==> config.mk <==
export PLATFORM = sky130hd
export DESIGN_NAME = sram_req_ctrl
export DESIGN_NICKNAME = d
export VERILOG_FILES = /design/src/rtl/sram_pkg.sv /design/src/rtl/sram_rsp_fifo.sv /design/src/rtl/sram_req_ctrl.sv
export SDC_FILE = /design/constraint.sdc
export NUM_CORES = 1
export LEC_CHECK = 0
export CAP_MARGIN = 20
export CELL_PAD_IN_SITES_DETAIL_PLACEMENT = 0
export CELL_PAD_IN_SITES_GLOBAL_PLACEMENT = 1
export CORE_MARGIN = 2
export CORE_UTILIZATION = 25
export DETAILED_ROUTE_END_ITERATION = 10
export GPL_TIMING_DRIVEN = 0
export PLACE_DENSITY = 0.58
export SYNTH_ARGS = -nofsm -noshare
export SYNTH_HDL_FRONTEND = slang
export SYNTH_SLANG_ARGS = --single-unit
==> constraint.sdc <==
create_clock -name clk -period 2.3 [get_ports clk]
set_clock_uncertainty 0.05 [all_clocks]
set_input_delay 0.46 -clock clk [delete_from_list [all_inputs] [get_ports clk]]
set_output_delay 0.46 -clock clk [all_outputs]
set_load 0.02 [all_outputs]
==> src/rtl/sram_pkg.sv <==
// Shared defaults, response layout and request opcodes for the SRAM
// request front-end.
package sram_pkg;

  localparam int unsigned SRAM_WIDTH      = 8;
  localparam int unsigned SRAM_DEPTH      = 8;
  localparam int unsigned SRAM_ADDR_WIDTH = $clog2(SRAM_DEPTH);

  typedef struct packed {
    logic [SRAM_WIDTH-1:0]      data;
    logic [SRAM_ADDR_WIDTH-1:0] addr;
  } sram_rsp_t;

  localparam logic REQ_RD = 1'b0;
  localparam logic REQ_WR = 1'b1;

  // Credit counter must hold the value RSP_DEPTH itself.
  function automatic int unsigned credit_width(input int unsigned depth);
    return $clog2(depth) + 1;
  endfunction

endpackage

==> src/rtl/sram_rsp_fifo.sv <==
// Synchronous response FIFO with a registered output stage; o_count covers
// both the storage array and the output register.
module sram_rsp_fifo
  import sram_pkg::*;
#(
  parameter int unsigned RSP_DEPTH = 4,
  parameter int unsigned W         = SRAM_WIDTH + SRAM_ADDR_WIDTH
) (
  input  logic                         clk,
  input  logic                         reset,
  input  logic                         i_push,
  input  logic [W-1:0]                 i_push_data,
  input  logic                         i_pop,
  output logic                         o_valid,
  output logic [W-1:0]                 o_data,
  output logic [$clog2(RSP_DEPTH):0]   o_count
);

  localparam int unsigned AW = $clog2(RSP_DEPTH);
  localparam int unsigned CW = credit_width(RSP_DEPTH);

  logic [W-1:0]  r_mem [RSP_DEPTH];
  logic [AW-1:0] r_wr_ptr;
  logic [AW-1:0] r_rd_ptr;
  logic [CW-1:0] r_mem_cnt;
  logic          r_out_valid;
  logic [W-1:0]  r_out_data;

  logic w_pop;
  logic w_load;

  // Output register refills from the array in the same cycle it is popped,
  // so consecutive entries leave without a gap.
  always_comb begin
    w_pop  = i_pop && r_out_valid;
    w_load = (r_mem_cnt != '0) && (!r_out_valid || w_pop);
  end

  always_ff @(posedge clk) begin
    if (i_push) begin
      r_mem[r_wr_ptr] <= i_push_data;
    end
  end

  always_ff @(posedge clk) begin
    if (reset) begin
      r_wr_ptr    <= '0;
      r_rd_ptr    <= '0;
      r_mem_cnt   <= '0;
      r_out_valid <= 1'b0;
      r_out_data  <= '0;
    end else begin
      if (i_push) begin
        r_wr_ptr <= r_wr_ptr + AW'(1);
      end
      if (w_load) begin
        r_rd_ptr    <= r_rd_ptr + AW'(1);
        r_out_data  <= r_mem[r_rd_ptr];
        r_out_valid <= 1'b1;
      end else if (w_pop) begin
        r_out_valid <= 1'b0;
      end
      case ({i_push, w_load})
        2'b10:   r_mem_cnt <= r_mem_cnt + CW'(1);
        2'b01:   r_mem_cnt <= r_mem_cnt - CW'(1);
        default: r_mem_cnt <= r_mem_cnt;
      endcase
    end
  end

  always_ff @(posedge clk) begin
    if (!reset) begin
      assert (!(i_push && (r_mem_cnt == CW'(RSP_DEPTH)) && !w_load))
        else $error("sram_rsp_fifo: push while full");
    end
  end

  assign o_valid = r_out_valid;
  assign o_data  = r_out_data;
  assign o_count = r_mem_cnt + CW'(r_out_valid);

endmodule

==> src/rtl/sram_req_ctrl.sv <==
// Request/response front-end for the single-port sram: registered SRAM drive,
// 2-stage read tracking and credit-gated in-order response FIFO.
module sram_req_ctrl
  import sram_pkg::*;
#(
  parameter int unsigned WIDTH      = SRAM_WIDTH,
  parameter int unsigned DEPTH      = SRAM_DEPTH,
  parameter int unsigned ADDR_WIDTH = $clog2(DEPTH),
  parameter int unsigned RSP_DEPTH  = 4
) (
  input  logic                  clk,
  input  logic                  reset,
  input  logic                  req_valid,
  output logic                  req_ready,
  input  logic                  req_we,
  input  logic [ADDR_WIDTH-1:0] req_addr,
  input  logic [WIDTH-1:0]      req_wdata,
  output logic                  rsp_valid,
  input  logic                  rsp_ready,
  output logic [WIDTH-1:0]      rsp_data,
  output logic [ADDR_WIDTH-1:0] rsp_addr,
  output logic                  sram_cs,
  output logic                  sram_re,
  output logic                  sram_we,
  output logic [ADDR_WIDTH-1:0] sram_addr,
  output logic [WIDTH-1:0]      sram_wdata,
  input  logic [WIDTH-1:0]      sram_rdata
);

  localparam int unsigned CW = credit_width(RSP_DEPTH);
  localparam int unsigned EW = WIDTH + ADDR_WIDTH;

  logic                  r_sram_cs;
  logic                  r_sram_re;
  logic                  r_sram_we;
  logic [ADDR_WIDTH-1:0] r_sram_addr;
  logic [WIDTH-1:0]      r_sram_wdata;

  logic                  r_s1_valid;
  logic [ADDR_WIDTH-1:0] r_s1_addr;
  logic                  r_s2_valid;
  logic [ADDR_WIDTH-1:0] r_s2_addr;

  logic [CW-1:0]         r_credits;

  logic                  w_req_ready;
  logic                  w_accept;
  logic                  w_wr_accept;
  logic                  w_rd_accept;
  logic                  w_pop;
  logic                  w_fifo_valid;
  logic [EW-1:0]         w_fifo_data;
  logic [CW-1:0]         w_fifo_count;

  // Writes are gated by the same credit test as reads so ready never
  // depends on the opcode, but only reads consume a credit.
  always_comb begin
    w_req_ready = !reset && (r_credits != '0);
    w_accept    = req_valid && w_req_ready;
    w_wr_accept = w_accept && (req_we == REQ_WR);
    w_rd_accept = w_accept && (req_we == REQ_RD);
    w_pop       = w_fifo_valid && rsp_ready;
  end

  always_ff @(posedge clk) begin
    if (reset) begin
      r_sram_cs    <= 1'b0;
      r_sram_re    <= 1'b0;
      r_sram_we    <= 1'b0;
      r_sram_addr  <= '0;
      r_sram_wdata <= '0;
    end else begin
      r_sram_cs    <= w_accept;
      r_sram_re    <= w_rd_accept;
      r_sram_we    <= w_wr_accept;
      r_sram_addr  <= w_accept ? req_addr : '0;
      r_sram_wdata <= w_wr_accept ? req_wdata : '0;
    end
  end

  // Stage 2 lines up with the cycle in which sram_rdata holds the read word.
  always_ff @(posedge clk) begin
    if (reset) begin
      r_s1_valid <= 1'b0;
      r_s1_addr  <= '0;
      r_s2_valid <= 1'b0;
      r_s2_addr  <= '0;
    end else begin
      r_s1_valid <= w_rd_accept;
      r_s1_addr  <= w_rd_accept ? req_addr : '0;
      r_s2_valid <= r_s1_valid;
      r_s2_addr  <= r_s1_addr;
    end
  end

  always_ff @(posedge clk) begin
    if (reset) begin
      r_credits <= CW'(RSP_DEPTH);
    end else begin
      case ({w_rd_accept, w_pop})
        2'b10:   r_credits <= r_credits - CW'(1);
        2'b01:   r_credits <= r_credits + CW'(1);
        default: r_credits <= r_credits;
      endcase
    end
  end

  sram_rsp_fifo #(
    .RSP_DEPTH (RSP_DEPTH),
    .W         (EW)
  ) u_rsp_fifo (
    .clk         (clk),
    .reset       (reset),
    .i_push      (r_s2_valid),
    .i_push_data ({sram_rdata, r_s2_addr}),
    .i_pop       (rsp_ready),
    .o_valid     (w_fifo_valid),
    .o_data      (w_fifo_data),
    .o_count     (w_fifo_count)
  );

  always_ff @(posedge clk) begin
    if (!reset) begin
      assert (r_credits <= CW'(RSP_DEPTH))
        else $error("sram_req_ctrl: credit overflow");
      assert (int'(r_credits) + int'(w_fifo_count) + int'(r_s1_valid) + int'(r_s2_valid)
              == int'(RSP_DEPTH))
        else $error("sram_req_ctrl: credit accounting lost");
      assert (!w_accept || (int'(req_addr) < int'(DEPTH)))
        else $error("sram_req_ctrl: address beyond SRAM depth");
    end
  end

  assign req_ready  = w_req_ready;
  assign rsp_valid  = w_fifo_valid;
  assign rsp_data   = w_fifo_data[EW-1:ADDR_WIDTH];
  assign rsp_addr   = w_fifo_data[ADDR_WIDTH-1:0];
  assign sram_cs    = r_sram_cs;
  assign sram_re    = r_sram_re;
  assign sram_we    = r_sram_we;
  assign sram_addr  = r_sram_addr;
  assign sram_wdata = r_sram_wdata;

endmodule

==> results.toml <==
[clocking]
clkTransAtPathRegs_ns = 0.06
clk_latency_ns = 0.33
clock_sinks = 87
root_buffer = "clkbuf_16"
cts_tree = "done"
cts_buffers = 9
htreeDepth = 3
ctsLongestPathBuffers = 2

[sta]
tns_ns = 0
slew_viol_final = 0
rsz0062_at_grt = "no"
setup_viol = 0
slew_headroom_pct = 56.4
min_period_over_period_pct = 96.1
period_needed_ns = 2.21
tightest_slew_ns = 0.654
max_clock_freq_mhz = 452
hold_viol_final = 0

[logic_synthesis]
yosys_warnings = 0
ys_ff_latch = 87
postSynthAreaPerCell_um2 = 16.2
synth_cell_types = 32
seq_area_frac_synth_pct = 69.7
netlist_instances = 193
synth_fp_nets = 225
syn_area_mm2 = 0.00313
synthFlopType = "edfxtp_1"
synthArstFlopShare_pct = 0
synth_edf_count = 44

[cells_and_area]
final_cells = 430
syn_to_final_growth_pct = 34.9
layout_commonest_cell = "clkdlybuf4s50_1"
nets = 289
layout_common_cells = "46 x clkdlybuf4s50_1, 44 x edfxtp_1, 41 x dfxtp_1"
drive_above_1_share_pct = 15.6
final_util_pct = 34.9
n_antenna_cell = 0

[placement]
place_inst = 411
hpwl_um = 3890
portBuffers = 50
routabilityCongestion = 0.645

[worst_setup_path]
critPathKind = "in -> reg"
worst-path-max-fanout = 2
start_kind = "input port"
arrival_ns = 2.38
endpoint_kind = "flip-flop"
worstPathRequired_ns = 2.47

[global_routing]
grt_max_degree = 15
track_usage_pct = 9.34
grt_pass1_vias = 1787
grt_overflow = 0
grt_pass1_wl_um = 9140
antenna_found_initial = 0

[route]
drtIter0Drc = 85
drt-pass1-iter-count = 4
wl_um = 5850
wl_per_cell_um = 13.6
dr_total_vias = 1731
drcViolationCount = 0
ant_nets = 0
avgViaCountPerCell = 4.03

[power]
finalPower_mw = 4.40
power_density_mw_per_mm2 = 1040
p_leak_nw = 1.52
ir_worst_vdd_mv = 0.359

[die]
io_pins = 51
die_y_um = 116
core_mm2 = 0.0121
start_util_pct = 25.8
fp.dieW_um = 116
dieArea_mm2 = 0.0134
num_rows = 40

[worst_hold_path]
hold_class = "reg -> reg"

[flow_run]
maxCapViolCount = 0

[outcome]
status = "finished clean"
## state kept, by name (all words and copies together) (netlist names)
| register | cells |
|---|---|
| u_rsp_fifo.r_mem | 44 |
| sram_addr | 3 |
| u_rsp_fifo.r_mem_cnt | 3 |
| r_s2_valid | 1 |
| sram_wdata | 8 |
| sram_cs | 1 |
| r_s1_addr | 3 |
| u_rsp_fifo.o_data | 11 |
| u_rsp_fifo.r_wr_ptr | 2 |
| u_rsp_fifo.o_valid | 1 |
| r_s2_addr | 3 |
| sram_we | 1 |
| u_rsp_fifo.r_rd_ptr | 2 |
| r_credits | 3 |
| r_s1_valid | 1 |
## cell usage after synthesis, types with 2 or more instances
cell	instances	area share (%)
inv_1	6	0.72
o21ai_0	3	0.48
mux2i_1	3	0.96
fa_1	2	1.3
nor2b_1	5	1.0
a21oi_1	3	0.48
buf_2	2	0.32
xor2_1	3	0.84
a22o_1	11	3.1
edfxtp_1	44	42
nor2_1	9	1.1
ha_1	6	2.4
clkbuf_1	3	0.36
nor3_1	4	0.64
or3_1	2	0.40
mux4_2	6	4.3
dfxtp_1	43	28
and3_1	8	1.6
mux4_1	5	4.2
xnor2_1	2	0.56
and2_1	12	2.4
## critical path: stages
cell,delay (ns)
clkdlybuf4s50_1,0.43
nor4b_4,0.15
inv_1,0.10
ha_4,0.15
inv_1,0.06
fa_2,0.39
xor2_2,0.16
o21ai_1,0.11
or3b_4,0.37
## final timing paths
kind | start | end | slack (ns) | cells after the start
max | req_valid | r_credits[2] | 0.09 | 9
min | r_s1_addr[1] | r_s2_addr[1] | 0.39 | 1
max reg2reg | r_credits[0] | r_credits[2] | 0.12 | 9
min reg2reg | r_s1_addr[1] | r_s2_addr[1] | 0.39 | 1
## timing repair
item,4_1_cts,5_1_grt
hold buffers,0,0
pin swaps,2,5
cloned,0,0
buffers inserted,2,1
gates resized for setup,12,12
setup endpoints to repair,4,2
## through the flow
step | hold slack (ns) | area [µm²] | setup WS, ns
detailed placement | 0.376 | 3840 | -1.01
CTS | 0.389 | 4180 | 0.00318
global placement | 0.383 | 3840 | -0.965
finish | 0.386 | 4220 | 0.0898
global route | 0.400 | 4220 | 0.0341
floorplan | 0.364 | 3130 | 0.0294
## cell type report
cell class                 count  area (µm²)
inverter                       6        22.5
timing repair buffer          53         522
clock inverter                 4        47.5
buffer                         8        68.8
sequential                    87        2190
clock buffer                  12         236
multi-input combinational     92         928
fill                        1220        7890
tap                          168         210
## power breakdown
part / total [mW] / leakage, nW / switching (mW) / internal, mW
clock: 1.39 / 0.138 / 0.553 / 0.839
combinational: 1.09 / 0.626 / 0.509 / 0.581
sequential: 1.92 / 0.754 / 0.122 / 1.80
## kinds of logic (layout without fill, tap and decap cells)
| group | Yosys count | in the layout | share of synthesized area, % |
|---|---|---|---|
| compound gates | 20 | 20 | 4.88 |
| mux | 14 | 14 | 9.48 |
| buf+inv | 14 | 83 | 2.48 |
| simple gates | 45 | 45 | 8.36 |
| xor+xnor | 5 | 5 | 1.40 |
| fa+ha+maj | 8 | 8 | 3.68 |
| flops | 87 | 87 | 69.7 |
## layer usage
layer | share of wire (%) | global-route usage [%] | up-vias
li1 | - | - | 845
met1 | 45 | 11.0 | 832
met2 | 47 | 14.7 | 44
met3 | 5.9 | 3.97 | 10
met4 | 2.0 | 4.52 | 0
met5 | 0 | 0 | -
No activity file was read; power rests on OpenSTA's default activity.
